**config.mk**
```make
export PLATFORM = sky130hd
export DESIGN_NAME = emergency_interlock
export DESIGN_NICKNAME = d
export VERILOG_FILES = /design/src/rtl/emergency_interlock.sv
export SDC_FILE = /design/constraint.sdc
export NUM_CORES = 1
export LEC_CHECK = 0
export BUFFER_PORTS_ARGS = -buffer_cell sky130_fd_sc_hd__buf_2
export CAP_MARGIN = 20
export CORE_ASPECT_RATIO = 0.9
export CORE_MARGIN = 1
export CORE_UTILIZATION = 60
export DETAILED_ROUTE_END_ITERATION = 6
export GPL_TIMING_DRIVEN = 0
export PLACE_DENSITY = 0.75
export SYNTH_ARGS = -nofsm -noshare
export SYNTH_HDL_FRONTEND = slang
export SYNTH_SLANG_ARGS = --single-unit
```
**constraint.sdc**
```tcl
create_clock -name clk -period 3.1 [get_ports clk]
set_input_delay 0.155 -clock clk [delete_from_list [all_inputs] [get_ports clk]]
set_output_delay 0.155 -clock clk [all_outputs]
set_load 0.05 [all_outputs]
```
**src/rtl/emergency_interlock.sv**
```systemverilog
// Emergency interlock: turns SOS / overweight flags into brake, door,
// motion-grant and buzzer commands with a safe-stop and recovery sequence.
module emergency_interlock #(
  parameter int unsigned BEEP_HALF   = 12_500_000,
  parameter int unsigned STOP_SETTLE = 50_000_000,
  parameter int unsigned CLEAR_HOLD  = 100_000_000
) (
  input  logic       clk,
  input  logic       reset,
  input  logic       sos_mode,
  input  logic       weight_limit_exceeded,
  input  logic       car_moving,
  input  logic       door_closed,
  input  logic       move_request,
  output logic       move_grant,
  output logic       brake_engage,
  output logic       door_lock_release,
  output logic       buzzer,
  output logic [2:0] state_code
);

  localparam int BW = $clog2(BEEP_HALF + 1);
  localparam int SW = $clog2(STOP_SETTLE + 1);
  localparam int CW = $clog2(CLEAR_HOLD + 1);

  localparam logic [BW-1:0] BEEP_LAST   = BW'(BEEP_HALF - 1);
  localparam logic [SW-1:0] SETTLE_LAST = SW'(STOP_SETTLE - 1);
  localparam logic [CW-1:0] CLEAR_LAST  = CW'(CLEAR_HOLD - 1);

  typedef enum logic [2:0] {
    NORMAL     = 3'd0,
    OVERWEIGHT = 3'd1,
    SOS_STOP   = 3'd2,
    SOS_HALT   = 3'd3,
    RECOVER    = 3'd4
  } state_e;

  state_e        state_q, state_d;
  logic [SW-1:0] settle_q, settle_d;
  logic [CW-1:0] clear_q, clear_d;
  logic [BW-1:0] beep_q, beep_d;
  logic          buzzer_q, buzzer_d;
  logic          grant_q, grant_d;
  logic          beep_state_q, beep_state_d;

  // Counters default to zero, so every state change clears them.
  always_comb begin
    state_d  = state_q;
    settle_d = '0;
    clear_d  = '0;
    unique case (state_q)
      NORMAL: begin
        if (sos_mode)
          state_d = SOS_STOP;
        else if (weight_limit_exceeded && !car_moving)
          state_d = OVERWEIGHT;
      end
      OVERWEIGHT: begin
        if (sos_mode)
          state_d = SOS_STOP;
        else if (!weight_limit_exceeded)
          state_d = NORMAL;
      end
      SOS_STOP: begin
        if (car_moving)
          settle_d = '0;
        else if (settle_q == SETTLE_LAST)
          state_d = SOS_HALT;
        else
          settle_d = settle_q + SW'(1);
      end
      SOS_HALT: begin
        if (!sos_mode)
          state_d = RECOVER;
      end
      RECOVER: begin
        if (sos_mode)
          state_d = SOS_HALT;
        else if (clear_q == CLEAR_LAST)
          state_d = weight_limit_exceeded ? OVERWEIGHT : NORMAL;
        else
          clear_d = clear_q + CW'(1);
      end
      default: state_d = NORMAL;
    endcase
  end

  assign beep_state_q = (state_q == OVERWEIGHT) || (state_q == SOS_HALT);
  assign beep_state_d = (state_d == OVERWEIGHT) || (state_d == SOS_HALT);

  // Any entry into a beeping state restarts the tone phase high.
  always_comb begin
    beep_d   = '0;
    buzzer_d = 1'b0;
    if (state_d != state_q) begin
      buzzer_d = beep_state_d;
    end else if (beep_state_q) begin
      if (beep_q == BEEP_LAST) begin
        buzzer_d = ~buzzer_q;
      end else begin
        beep_d   = beep_q + BW'(1);
        buzzer_d = buzzer_q;
      end
    end
  end

  assign grant_d = (state_d == NORMAL) && move_request && door_closed;

  always_ff @(posedge clk or posedge reset) begin
    if (reset) begin
      state_q  <= NORMAL;
      settle_q <= '0;
      clear_q  <= '0;
      beep_q   <= '0;
      buzzer_q <= 1'b0;
      grant_q  <= 1'b0;
    end else begin
      state_q  <= state_d;
      settle_q <= settle_d;
      clear_q  <= clear_d;
      beep_q   <= beep_d;
      buzzer_q <= buzzer_d;
      grant_q  <= grant_d;
    end
  end

  assign brake_engage      = (state_q == SOS_STOP) ||
                             (state_q == SOS_HALT) ||
                             (state_q == RECOVER);
  assign door_lock_release = (state_q == OVERWEIGHT) ||
                             (state_q == SOS_HALT) ||
                             (state_q == RECOVER);
  assign move_grant        = grant_q;
  assign buzzer            = buzzer_q;
  assign state_code        = state_q;

endmodule

```
==> impl_results.md <==
* Placed Cells at 531
* Ant diodes at 0
* Overflow after GRT at 0
* Setup violators final at 0
* Power Dens Cells at 423 nW/µm²
* Cells on Worst Hold Path at 3
* Max Cap Violations at 0
* Post-DP HPWL at 5230 µm
* Slew margin rel. at 56.9%
* RSZ-0062 raised after global routing: no
* Syn Nets at 437
* Status: finished, final reports clean
* Post-synth top flop: dfrtp_1
* H-tree Lvls at 3
* Total power at 1.94 mW
* Initial DRC count at 107
* Crit Path Class: reg -> reg
* Initial core utilization at 62.7%
* Period utilization at 67.3%
* Core region area at 6620 µm²
* Max-slew violations at 0
* GPL Wtd Cong at 0.789
* Hold EP: move_grant
* Startpoint types: flop
* LEAKAGE at 1.83 nW
* Clock Pin Slew Worst Setup and Hold Paths at 80 ps
* Post-CTS sizing at 0
* R2r endpoint: beep_q[16]
* Post-layout min period at 2090 ps
* Layout Cell Area excl Fill at 4590 µm²
* Number of synthesized flops with an enable pin at 0
* Final WS setup at 1010 ps
* Max clock buf depth at 2
* Total GRT Usage at 23.4%
* First-pass DRT Iterations at 4
* Fin cells at 548
* Cells after Synth at 427
* Fmax at 479 MHz
* Worst path required time at 3340 ps
* CP Capture Type: flop
* Post-DP Area at 4360 µm²
* Critical path fanouts, max at 10
* Leading area contributor after synthesis: dfrtp_1
* Port buffer count at 13
* Per-cell routed wire length at 13.9 µm
* First-pass GRT wire length at 12800 µm
* DRC violations left at 0
* Synthesized flop and latch total at 82
* Final setup skew at 8.26 ps
* Hold path start: move_request
* CTS tree: yes
* Die H at 80.9 µm
* Clock root cell: clkbuf_8
* VDD IR max at 0.396 mV
* RR Startpoint: beep_q[0]
* Cells on worst reg2reg path at 8
* Synth top area cells: dfrtp_1, xnor2_1, nor2_1
* ANT nets after route at 0
* Site Rows at 28
* TritonCTS buffer count at 9
* Clock sinks at 82
* Layout cell share with drive strength beyond 1 at 12.9%
* Antenna violations before repair at 0
* Nets at 463
* Final WL at 7620 µm
* Via count at 3008
* Vias in the first global route at 2832
* HP Class: in -> reg
* Vias per inst at 5.49
* Synth cell types at 45
* Fin. Hold Viols at 0
* Worst EP arrival at 2330 ps
* Largest net degree at the start of global routing at 49
* Die span in x at 89.7 µm
* Die area at 7260 µm²
* Later-pin clock latency in the skew report at 350 ps
* Post-synthesis sequential area ratio at 49.4%
* Worst reg-to-reg setup slack at 1010 ps
* # fillers at 492
* FFs w/ async S/R, synth at 100%
* Cell area after synthesis at 4150 µm²
* Post-Syn Area per Cell at 9.72 µm²
* Syn. warnings at 0
* I/O pin count at 14
* Worst slew pin tran at 641 ps
* Area fraction of the dominant cell type after synthesis at 49.4%
* Area Overhead vs Synth at 10.5%
* Final setup TNS at 0 ps
* Dpl ws at 1020 ps
-- synth_stat cells (all sizes together) (4+ instances only) --
library cell  instances
nor4                 15
nand2                28
dfrtp                82
xnor2                46
xor2                 25
nor2                 93
nor3                 16
nand4                16
clkbuf                4
inv                  15
and3                 15
nand3                27
buf                   7
and4                  9
-- stage by stage --
stage                     utilization [%]  hold WS, ps
after floorplan                         -          283
after global routing                 69.3         67.7
final                                69.3         62.6
after global placement               65.4          430
after CTS                            69.3         58.6
after detailed placement             65.8          209
-- placed cells by master, fill, tap and decap left out, types with 2 or more instances in the layout --
master / n
nor2_1: 93
dfrtp_1: 82
xnor2_1: 46
nand2_1: 27
nand3_1: 26
xor2_1: 25
buf_2: 20
nor3_1: 16
nand4_1: 15
inv_1: 14
and3_1: 13
clkbuf_8: 13
nor4_1: 11
and4_1: 5
clkbuf_1: 5
o21ai_0: 3
and4_2: 3
nor4_2: 3
ha_1: 3
a21oi_1: 2
and3_2: 2
nor4b_4: 2
nand2b_1: 2
-- layout make-up --
type                            instances  area, µm²  area share (%)
Multi-Input combinational cell        319       1990            43.4
Inverter                               15       58.8            1.28
Timing Repair Buffer                   15        103            2.24
Clock inverter                          1       30.0           0.655
Sequential cell                        82       2050            44.7
Tap cell                               90        113            2.46
Clock buffer                           15        186            4.07
Buffer                                 11       51.3            1.12
-- power breakdown --
part | total, mW | internal, mW | switching [mW] | leakage, nW
clock network | 0.816 | 0.461 | 0.354 | 0.110
registers | 1.08 | 1.07 | 0.00330 | 1.14
logic | 0.0463 | 0.0126 | 0.0337 | 0.585
total | 1.94 | 1.55 | 0.392 | 1.83
-- what timing repair did --
item | 4_1_cts | 5_1_grt
setup buffers | 0 | 0
endpoints found under the hold margin | 34 | 0
setup endpoints to repair | 0 | 0
hold buffers | 1 | 0
-- per-layer routing --
layer  wire length [µm]  GRT usage, %  part of all wire, %  up-vias
met5                  0             0                    0        -
met4                174          9.68                  2.3        0
met3                175          5.49                  2.3       16
met2               3580          37.2                   47       23
met1               3690          30.7                   48     1467
li1                   -             -                    -     1502
-- kinds of logic after synthesis --
group | share of synthesized area, %
simple gates | 29.4
flops | 49.4
xor+xnor | 15.0
buf+inv | 2.59
compound gates | 2.41
fa+ha+maj | 0.904
mux | 0.241
-- state kept, by name, indices dropped and copies added, names as in the netlist --
name,cells
buzzer,1
state_code,3
move_grant,1
beep_q,24
clear_q,27
settle_q,26
-- worst max path at each step --
stage / startpoint / endpoint / slack, ps / depth (start not counted)
global placement: reset / clear_q[14] / -90 / 2
detailed placement: beep_q[0] / beep_q[16] / 1020 / 8
global route: beep_q[0] / beep_q[20] / 880 / 8
finish: beep_q[0] / beep_q[16] / 1010 / 8
CTS: beep_q[0] / beep_q[16] / 1010 / 8
floorplan: reset / beep_q[0] / 840 / 1
-- worst max-delay path, cell delays in order, from the launching register on --
cell and delay, ps:
dfrtp_1 390, ha_1 210, and4_1 300, nand3_1 110
nor4_2 350, nand2b_1 150, buf_2 150, buf_2 230
nor2_1 80
(Power assumes the default switching activity.)
